`config.mk`:
```
export PLATFORM = sky130hd
export DESIGN_NAME = sig_reg_group_flat
export DESIGN_NICKNAME = d
export VERILOG_FILES = /design/src/rtl/sig_reg_pkg.sv /design/src/rtl/IModBus.sv /design/src/rtl/sig_reg_rd_port.sv /design/src/rtl/sig_reg_group.sv /design/src/flat_wrapper.sv
export SDC_FILE = /design/constraint.sdc
export NUM_CORES = 1
export LEC_CHECK = 0
export ABC_AREA = 0
export CAP_MARGIN = 20
export CORE_MARGIN = 4
export CORE_UTILIZATION = 44
export CTS_CLUSTER_DIAMETER = 200
export DETAILED_ROUTE_END_ITERATION = 10
export GPL_ROUTABILITY_DRIVEN = 0
export GPL_TIMING_DRIVEN = 1
export HOLD_SLACK_MARGIN = 0.08
export PLACE_DENSITY = 0.8
export SKIP_CTS_REPAIR_TIMING = 1
export SLEW_MARGIN = 20
export SYNTH_ARGS = -nofsm -noshare
export SYNTH_HDL_FRONTEND = slang
export SYNTH_HIERARCHICAL = 1
export SYNTH_SLANG_ARGS = --single-unit
```
`constraint.sdc`:
```
create_clock -name clk -period 19.05 [get_ports clk]
set_clock_uncertainty 0.15 [all_clocks]
set_input_delay 3.81 -clock clk [delete_from_list [all_inputs] [get_ports clk]]
set_output_delay 3.81 -clock clk [all_outputs]
set_load 0.02 [all_outputs]
```
`src/rtl/sig_reg_pkg.sv`:
```
// Shared constants for the signal-generator register group: address map, field widths,
// read-port state encoding and the default identification word.
package sig_reg_pkg;

  localparam int ADDR_W     = 4;
  localparam int CTRL_W     = 3;
  localparam int WAVE_W     = 2;
  localparam int AMPL_W     = 16;
  localparam int BUS_DATA_W = 32;

  localparam logic [ADDR_W-1:0] ADDR_CTRL   = 4'h0;
  localparam logic [ADDR_W-1:0] ADDR_FREQ   = 4'h1;
  localparam logic [ADDR_W-1:0] ADDR_PHASE  = 4'h2;
  localparam logic [ADDR_W-1:0] ADDR_AMPL   = 4'h3;
  localparam logic [ADDR_W-1:0] ADDR_COMMIT = 4'h4;
  localparam logic [ADDR_W-1:0] ADDR_STATUS = 4'h5;
  localparam logic [ADDR_W-1:0] ADDR_ID     = 4'h6;
  localparam logic [ADDR_W-1:0] ADDR_WRCNT  = 4'hF;

  localparam logic [BUS_DATA_W-1:0] DEFAULT_ID = 32'h5347_0001;

  typedef enum logic {
    R_IDLE = 1'b0,
    R_DATA = 1'b1
  } rd_state_t;

endpackage

```
`src/rtl/IModBus.sv`:
```
// Configurator link: independent write (address + data, acknowledged by wready)
// and read (address, then held data until rready) channels.
interface IModBus #(
  parameter int ADRR_SIZE = 4,
  parameter int DATA_SIZE = 32
);

  logic                 awvalid;
  logic [ADRR_SIZE-1:0] waddr;
  logic                 dwvalid;
  logic [DATA_SIZE-1:0] wdata;
  logic                 wready;
  logic                 arvalid;
  logic [ADRR_SIZE-1:0] raddr;
  logic                 drvalid;
  logic [DATA_SIZE-1:0] rdata;
  logic                 rready;

  modport master (
    output awvalid, waddr, dwvalid, wdata, arvalid, raddr, rready,
    input  wready, drvalid, rdata
  );

  modport slave (
    input  awvalid, waddr, dwvalid, wdata, arvalid, raddr, rready,
    output wready, drvalid, rdata
  );

endinterface

```
`src/rtl/sig_reg_rd_port.sv`:
```
// Read side of the register group: address mux plus a two-state FSM that captures
// the addressed value and holds it with drvalid until the master takes it.
module sig_reg_rd_port
  import sig_reg_pkg::*;
#(
  parameter int                    DATA_SIZE = 32,
  parameter logic [BUS_DATA_W-1:0] ID_VALUE  = DEFAULT_ID
) (
  input  logic                 clk,
  input  logic                 rst,
  input  logic                 arvalid,
  input  logic [ADDR_W-1:0]    raddr,
  input  logic                 rready,
  input  logic [CTRL_W-1:0]    ctrl_sh,
  input  logic [DATA_SIZE-1:0] freq_sh,
  input  logic [DATA_SIZE-1:0] phase_sh,
  input  logic [AMPL_W-1:0]    ampl_sh,
  input  logic [DATA_SIZE-1:0] status,
`ifdef SIG_REG_WRCNT_EN
  input  logic [DATA_SIZE-1:0] wrcnt,
`endif
  output logic [DATA_SIZE-1:0] rdata,
  output logic                 drvalid
);

  rd_state_t            state, state_nxt;
  logic [DATA_SIZE-1:0] rd_mux;
  logic [DATA_SIZE-1:0] rdata_nxt;
  logic                 drvalid_nxt;

  // Shadows read back, not the committed copies; COMMIT and holes read 0
  always_comb begin
    rd_mux = '0;
    case (raddr)
      ADDR_CTRL:   rd_mux = DATA_SIZE'(ctrl_sh);
      ADDR_FREQ:   rd_mux = freq_sh;
      ADDR_PHASE:  rd_mux = phase_sh;
      ADDR_AMPL:   rd_mux = DATA_SIZE'(ampl_sh);
      ADDR_STATUS: rd_mux = status;
      ADDR_ID:     rd_mux = DATA_SIZE'(ID_VALUE);
`ifdef SIG_REG_WRCNT_EN
      ADDR_WRCNT:  rd_mux = wrcnt;
`endif
      default:     rd_mux = '0;
    endcase
  end

  always_ff @(posedge clk or posedge rst) begin
    if (rst) begin
      state   <= R_IDLE;
      rdata   <= '0;
      drvalid <= 1'b0;
    end else begin
      state   <= state_nxt;
      rdata   <= rdata_nxt;
      drvalid <= drvalid_nxt;
    end
  end

  // arvalid is only looked at in R_IDLE, so a held response cannot be overwritten
  always_comb begin
    state_nxt   = state;
    rdata_nxt   = rdata;
    drvalid_nxt = drvalid;
    case (state)
      R_IDLE: begin
        if (arvalid) begin
          state_nxt   = R_DATA;
          rdata_nxt   = rd_mux;
          drvalid_nxt = 1'b1;
        end
      end
      R_DATA: begin
        if (rready) begin
          state_nxt   = R_IDLE;
          drvalid_nxt = 1'b0;
        end
      end
      default: begin
        state_nxt   = R_IDLE;
        drvalid_nxt = 1'b0;
      end
    endcase
  end

endmodule

```
`src/rtl/sig_reg_group.sv`:
```
// Signal-generator configuration registers: shadow registers written over IModBus,
// copied to the active outputs on a COMMIT write. SIG_REG_WRCNT_EN adds WRCNT at 0xF.
module sig_reg_group
  import sig_reg_pkg::*;
#(
  parameter logic [BUS_DATA_W-1:0] ID_VALUE  = DEFAULT_ID,
  parameter int                    DATA_SIZE = 32
) (
  input  logic                 clk,
  input  logic                 rst,
  IModBus.slave                bus,
  input  logic [DATA_SIZE-1:0] status_in,
  output logic                 ctrl_enable,
  output logic [WAVE_W-1:0]    wave_sel,
  output logic [DATA_SIZE-1:0] freq_word,
  output logic [DATA_SIZE-1:0] phase_word,
  output logic [AMPL_W-1:0]    ampl,
  output logic                 cfg_update
);

  logic                 aw_held, dw_held;
  logic [ADDR_W-1:0]    waddr_q;
  logic [DATA_SIZE-1:0] wdata_q;
  logic                 wready_q;
  logic                 fire;

  logic [CTRL_W-1:0]    ctrl_sh, ctrl_act;
  logic [DATA_SIZE-1:0] freq_sh, phase_sh;
  logic [AMPL_W-1:0]    ampl_sh;

  logic [DATA_SIZE-1:0] rd_data;
  logic                 rd_valid;

  assign fire = aw_held & dw_held;

  // Address and data are captured independently; the write fires once both are held
  always_ff @(posedge clk or posedge rst) begin
    if (rst) begin
      aw_held  <= 1'b0;
      dw_held  <= 1'b0;
      waddr_q  <= '0;
      wdata_q  <= '0;
      wready_q <= 1'b0;
    end else begin
      wready_q <= fire;
      if (fire) begin
        aw_held <= 1'b0;
        dw_held <= 1'b0;
      end else begin
        if (!aw_held && bus.awvalid) begin
          aw_held <= 1'b1;
          waddr_q <= bus.waddr;
        end
        if (!dw_held && bus.dwvalid) begin
          dw_held <= 1'b1;
          wdata_q <= bus.wdata;
        end
      end
    end
  end

  // Register update lands on the same edge that raises wready
  always_ff @(posedge clk or posedge rst) begin
    if (rst) begin
      ctrl_sh    <= '0;
      freq_sh    <= '0;
      phase_sh   <= '0;
      ampl_sh    <= '0;
      ctrl_act   <= '0;
      freq_word  <= '0;
      phase_word <= '0;
      ampl       <= '0;
      cfg_update <= 1'b0;
    end else begin
      cfg_update <= 1'b0;
      if (fire) begin
        case (waddr_q)
          ADDR_CTRL:  ctrl_sh  <= wdata_q[CTRL_W-1:0];
          ADDR_FREQ:  freq_sh  <= wdata_q;
          ADDR_PHASE: phase_sh <= wdata_q;
          ADDR_AMPL:  ampl_sh  <= wdata_q[AMPL_W-1:0];
          ADDR_COMMIT: begin
            ctrl_act   <= ctrl_sh;
            freq_word  <= freq_sh;
            phase_word <= phase_sh;
            ampl       <= ampl_sh;
            cfg_update <= 1'b1;
          end
          default: ;
        endcase
      end
    end
  end

  assign ctrl_enable = ctrl_act[0];
  assign wave_sel    = ctrl_act[CTRL_W-1:1];

`ifdef SIG_REG_WRCNT_EN
  logic [DATA_SIZE-1:0] wrcnt;

  // A write to WRCNT clears it instead of counting itself
  always_ff @(posedge clk or posedge rst) begin
    if (rst) begin
      wrcnt <= '0;
    end else if (fire) begin
      if (waddr_q == ADDR_WRCNT) wrcnt <= '0;
      else                       wrcnt <= wrcnt + DATA_SIZE'(1);
    end
  end
`endif

  sig_reg_rd_port #(
    .DATA_SIZE (DATA_SIZE),
    .ID_VALUE  (ID_VALUE)
  ) u_rd_port (
    .clk      (clk),
    .rst      (rst),
    .arvalid  (bus.arvalid),
    .raddr    (bus.raddr),
    .rready   (bus.rready),
    .ctrl_sh  (ctrl_sh),
    .freq_sh  (freq_sh),
    .phase_sh (phase_sh),
    .ampl_sh  (ampl_sh),
    .status   (status_in),
`ifdef SIG_REG_WRCNT_EN
    .wrcnt    (wrcnt),
`endif
    .rdata    (rd_data),
    .drvalid  (rd_valid)
  );

  assign bus.wready  = wready_q;
  assign bus.rdata   = rd_data;
  assign bus.drvalid = rd_valid;

endmodule

```
`src/flat_wrapper.sv`:
```
// flat-port wrapper written by rule: the top's interface ports become plain ports
module sig_reg_group_flat import sig_reg_pkg::*;
#(
  parameter logic [BUS_DATA_W-1:0] ID_VALUE  = DEFAULT_ID,
  parameter int                    DATA_SIZE = 32
)
  (clk, rst, status_in, ctrl_enable, wave_sel, freq_word, phase_word, ampl, cfg_update, bus_awvalid, bus_waddr, bus_dwvalid, bus_wdata, bus_arvalid, bus_raddr, bus_rready, bus_wready, bus_drvalid, bus_rdata);
  IModBus #(.ADRR_SIZE(4), .DATA_SIZE(DATA_SIZE)) bus_i ();
  input  logic clk;
  input  logic rst;
  input  logic [DATA_SIZE-1:0] status_in;
  output logic ctrl_enable;
  output logic [WAVE_W-1:0] wave_sel;
  output logic [DATA_SIZE-1:0] freq_word;
  output logic [DATA_SIZE-1:0] phase_word;
  output logic [AMPL_W-1:0] ampl;
  output logic cfg_update;
  input wire logic [$bits(bus_i.awvalid)-1:0] bus_awvalid;
  input wire logic [$bits(bus_i.waddr)-1:0] bus_waddr;
  input wire logic [$bits(bus_i.dwvalid)-1:0] bus_dwvalid;
  input wire logic [$bits(bus_i.wdata)-1:0] bus_wdata;
  input wire logic [$bits(bus_i.arvalid)-1:0] bus_arvalid;
  input wire logic [$bits(bus_i.raddr)-1:0] bus_raddr;
  input wire logic [$bits(bus_i.rready)-1:0] bus_rready;
  output wire logic [$bits(bus_i.wready)-1:0] bus_wready;
  output wire logic [$bits(bus_i.drvalid)-1:0] bus_drvalid;
  output wire logic [$bits(bus_i.rdata)-1:0] bus_rdata;
  assign bus_i.awvalid = bus_awvalid;
  assign bus_i.waddr = bus_waddr;
  assign bus_i.dwvalid = bus_dwvalid;
  assign bus_i.wdata = bus_wdata;
  assign bus_i.arvalid = bus_arvalid;
  assign bus_i.raddr = bus_raddr;
  assign bus_i.rready = bus_rready;
  assign bus_wready = bus_i.wready;
  assign bus_drvalid = bus_i.drvalid;
  assign bus_rdata = bus_i.rdata;
  sig_reg_group #(.ID_VALUE(ID_VALUE), .DATA_SIZE(DATA_SIZE)) u_core (.clk(clk), .rst(rst), .bus(bus_i), .status_in(status_in), .ctrl_enable(ctrl_enable), .wave_sel(wave_sel), .freq_word(freq_word), .phase_word(phase_word), .ampl(ampl), .cfg_update(cfg_update));
endmodule
```
; Yosys cells after proc, flatten, opt, wreduce, memory -nomap -nowiden
; Cells that the tools add are included.
[op_classes]
eq_ne = 11
n_mux = 13
bitwise_logic = 3
n_reduce_logical = 17
[ops]
columns = operator, count
row1 = case mux 32 bit (6 select lines), 1
row2 = AND reduction 2 bit, 9
row3 = equality test 4 x 2 -> 1 bit (second input constant), 4
row4 = equality test 4 x 3 -> 1 bit (second input constant), 3
row5 = two-way mux 1 bit, 10
row6 = equality test 4 x 1 -> 1 bit (second input constant), 2
row7 = logical NOT 4 bit, 2
row8 = != test 2 bit (second input constant), 2
row9 = case mux 1 bit (2 select lines), 2
row10 = nonzero test 2 bit, 2
row11 = logical AND 1 bit, 2
row12 = logical NOT 1 bit, 2
row13 = inverter 1 bit, 2
row14 = AND 1 bit, 1
[word_totals]
regBits = 240
in_bits = 78
output_inout_bits = 118
wordCells = 61

; Logic depth before layout (Yosys ltp)
[logic_depth]
depth_word = 4
depth_mapped = 7
depth_no_buf = 4

; Hierarchy
; The synthesis kept the hierarchy.
[modules_own_cells]
columns = module, instances, cells_each, area_each_um2
row1 = sig_reg_group, 1, 444, 7731.2
row2 = sig_reg_rd_port, 1, 208, 2138.3

; Worst setup path before layout
; OpenSTA, ideal clock, no wires.
[synth_path]
path_type = input to register
start = input bus_raddr[2]
end = register u_core.u_rd_port.rdata[3]
setup_ps = 121
arrival_time_ps = 4781
setup_slack_ps = 13998
path_stages = 6
n_path_buf = 3
path_cell_list = buf_2 buf_4 buf_4 mux2i_1 o22ai_1 a22o_1
[synth_between]
elab_chain_len = 2
word_cells_on_any_way = 7
cone_classes = eq/ne: 5 / mux: 1 / reduce/logical: 1
[synth_lines]
columns = item, line
row1 = from (decl), flat_wrapper.sv:23  ; input wire logic [$bits(bus_i.raddr)-1:0] bus_raddr;
row2 = equality test 4 x 3 -> 1 bit (tied with other cells), sig_reg_rd_port.sv:34  ; case (raddr)
row3 = case mux 32 bit (6 select lines) *, sig_reg_rd_port.sv:34
row4 = to (signal assigned), sig_reg_rd_port.sv:55  ; rdata <= rdata_nxt;
row5 = to (decl), sig_reg_rd_port.sv:22  ; output logic [DATA_SIZE-1:0] rdata,
; Every way passes the cells marked *; elsewhere a longest branch is shown, timed or not.
; A chain may end at the register's enable or synchronous reset.

; Worst setup path in the final report
[layout_path]
start = input bus_raddr[1]
end = register u_core.u_rd_port.rdata[26]
; Same word-level chain as after synthesis.

==> results.py <==
metrics = {
    "timing": {
        "hold_violations": 0,
        "finalCritPeriodShare": 0.3107,
        "rsz0062_at_grt": "no",
        "fin_crit_ns": 5.918,
        "fin_setup_tns_ns": 0,
        "max_slew_margin": 0.3667,
        "worstMarginPinSlew_ns": 0.9457,
        "slew_violations": 0,
        "max_freq_mhz": 169.0,
        "setup_viol": 0,
        "fin_ws_ns": 13.13,
    },
    "clocking": {
        "cts_sinks": 240,
        "clk_latency_ns": 0.52,
        "htreeDepth": 1,
        "cts_tree": "built",
        "clk_pin_slew_worst_paths_ns": 0.06,
        "cts_buffer_depth": 3,
        "numCtsBuffers": 26,
        "cts_root_buffer": "clkbuf_16",
    },
    "global_routing": {
        "grt_antenna_before_repair": 1,
        "grt_use_total": 0.2001,
        "grt_max_degree": 126,
        "grt_pass1_vias": 6562,
        "overflow": 0,
        "grt_pass1_wl_um": 38770,
    },
    "synthesis": {
        "synth.most_common_cell": "dfrtp_1",
        "netlist_instances": 652,
        "synth_top_area_share": 0.6085,
        "synthTopCellsByCount": "240 x dfrtp_1, 193 x mux2_2, 32 x a22o_1",
        "synth.avg_cell_area_um2": 15.14,
        "async_reset_ff_frac": 1.000,
        "synth_top_area_cell": "dfrtp_1",
        "synth-edff-count": 0,
        "synth_ff_type": "dfrtp_1",
        "synth_fp_nets": 730,
        "ys_warn_count": 6,
        "yosysUniqueCellTypes": 43,
        "ys_seq_area_frac": 0.6085,
        "ys_seq_elements": 240,
        "synthTopCellsByArea": "dfrtp_1 61%, mux2_2 22%, a22o_1 2.8%",
        "synth_area_mm2": 0.009869,
    },
    "floorplanning": {
        "core_area_mm2": 0.02196,
        "num_rows": 54,
        "dieArea_mm2": 0.02489,
        "io_pins": 196,
        "dieWidth_um": 157.8,
        "initial_utilization": 0.4495,
        "die_height_um": 157.8,
    },
    "setup_path": {
        "cp.arrival_ns": 6.22,
        "startpoint_type": "input pin",
        "slowest_delay_ns": 0.87,
        "crit_type": "in -> reg",
        "path_cells": "clkdlybuf4s50_1, nand2b_1, a311oi_4, buf_4, a22o_1",
        "crit_slowest_cell": "clkdlybuf4s50_1",
        "end_kind": "register",
        "worst_ep_required_time_ns": 19.35,
        "critPathMaxFanout": 22,
    },
    "flow_run": {
        "maxCapViolCount": 0,
    },
    "run_status": {
        "status": "finished clean",
    },
    "hold_path": {
        "hold_path.class": "reg -> reg",
    },
    "power": {
        "p_per_area_mw_per_mm2": 141.4,
        "vdd_drop_max_mv": 0.08037,
        "p_leak_nw": 5.898,
    },
    "route": {
        "wl_met2_um": 12160,
        "dr_total_vias": 6167,
        "vias_per_cell": 5.414,
        "dr.pass1.iters": 5,
        "drt_iter0_markers": 248,
        "ant_nets": 0,
        "route.detailed.drc": 0,
        "wl_per_cell_um": 22.08,
        "wl_met1_um": 10820,
        "highest_layer": "met5",
        "wl_met3_um": 1514,
        "wirelength_um": 25150,
    },
    "final_layout": {
        "fill_cells": 1739,
        "regArea_mm2": 0.006006,
        "fin_area_mm2": 0.01289,
        "final_core_util": 0.5872,
        "diodes": 0,
        "multiInputGateArea_mm2": 0.003606,
        "area_delta_synth_final_pct": 30.64,
        "nets": 918,
        "drive_gt1_frac": 0.3085,
    },
    "placed_design": {
        "dp_slack_ns": 12.60,
        "portBuffers": 195,
        "dp_hpwl_um": 16590,
        "placed_area_mm2": 0.01200,
    },
}
-- flip-flops by register name, summed over array words and instances (netlist names) --
register and flops:
u_core/waddr_q 4, u_core/u_rd_port/state 1, u_core/dw_held 1, u_core/ctrl_sh 3, u_core/freq_sh 32, u_core/ampl 16
u_core/bus.wready 1, u_core/u_rd_port/drvalid 1, u_core/wdata_q 32, u_core/ampl_sh 16, u_core/ctrl_act 3, u_core/phase_word 32
u_core/aw_held 1, u_core/u_rd_port/rdata 32, u_core/cfg_update 1, u_core/phase_sh 32, u_core/freq_word 32
-- final cells by class --
class | count | area share
sequential | 240 | 0.4658
tap | 280 | 0.02717
clock inverter | 9 | 0.007569
timing repair buffer | 202 | 0.1569
multi-input combinational | 363 | 0.2797
inverter | 7 | 0.002620
clock buffer | 38 | 0.06026
-- path summary, 6_finish.rpt --
path / start / end / slack, ns / depth (start not counted)
max: bus_raddr[1] / u_core/u_rd_port/rdata[26]$_DFFE_PP0P_ / 13.13 / 5
min: u_core/u_rd_port/state$_DFF_PP0_ / u_core/u_rd_port/drvalid$_DFFE_PP0P_ / 0.34 / 1
max in group asynchronous: rst / u_core/phase_word[7]$_DFFE_PP0P_ / 13.73 / 3
max reg2reg: u_core/dw_held$_DFFE_PP0P_ / u_core/ctrl_act[0]$_DFFE_PP0P_ / 16.54 / 5
min reg2reg: u_core/u_rd_port/state$_DFF_PP0_ / u_core/u_rd_port/drvalid$_DFFE_PP0P_ / 0.34 / 1
min in group asynchronous: rst / u_core/freq_word[24]$_DFFE_PP0P_ / 3.74 / 2
-- logic make-up after synthesis --
group / after synthesis / synth area share
AOI/OAI and AO/OA: 97 / 0.07429
buffers and inverters: 49 / 0.03106
DFF: 240 / 0.6085
muxes: 229 / 0.2615
and+or+nand+nor: 37 / 0.02460
-- per-stage QoR --
| step | power [mW] | hold slack [ns] | instances |
|---|---|---|---|
| final | 1.823 | 0.3351 | 1139 |
| after global routing | 1.915 | 0.3496 | 1139 |
| after CTS | 1.839 | 0.3466 | 1139 |
| after detailed placement | 1.327 | 0.3175 | 1092 |
| after global placement | 1.304 | 0.2911 | 1091 |
| after floorplan | 1.106 | 0.2805 | 652 |
-- where the power goes --
part	total, mW	internal (mW)	switching, mW
registers	0.834	0.690	0.144
logic	0.484	0.282	0.202
clock network	0.505	0.308	0.197
-- cell usage in the layout, fill, tap and decap left out, drive strengths merged --
cell and n:
clkinvlp 1, or3b 1, a22oi 18, bufinv 2, and3 1, o21ai 13, a311oi 1, a41o 1
nor3b 2, mux2i 25, nand3b 3, o2bb2ai 5, nand4b 1, inv 6, dfrtp 240, and4bb 1
buf 8, o32ai 2, clkbuf 38, a31oi 2, nor2b 6, o21bai 1, or3 1, mux2 204
a22o 32, o311ai 1, or2 1, a21o 1, o22ai 16, nand2b 4, a21oi 3, clkdlybuf4s50 194
nor2 5, o221ai 1, nand2 3, and2 1, clkinv 7, nand3 7
-- routing by layer --
layer / up-vias / global-route usage
met4: 2 / 0.06145
li1: 2795 / -
met1: 3134 / 0.2814
met5: - / 0
met3: 40 / 0.03144
met2: 196 / 0.3229
-- critical path, delay by kind of cell --
kind | cells | cell delay (ns)
compound gates | 2 | 0.83
buf+inv | 2 | 1.28
simple gates | 1 | 0.28
(Power assumes the default switching activity.)
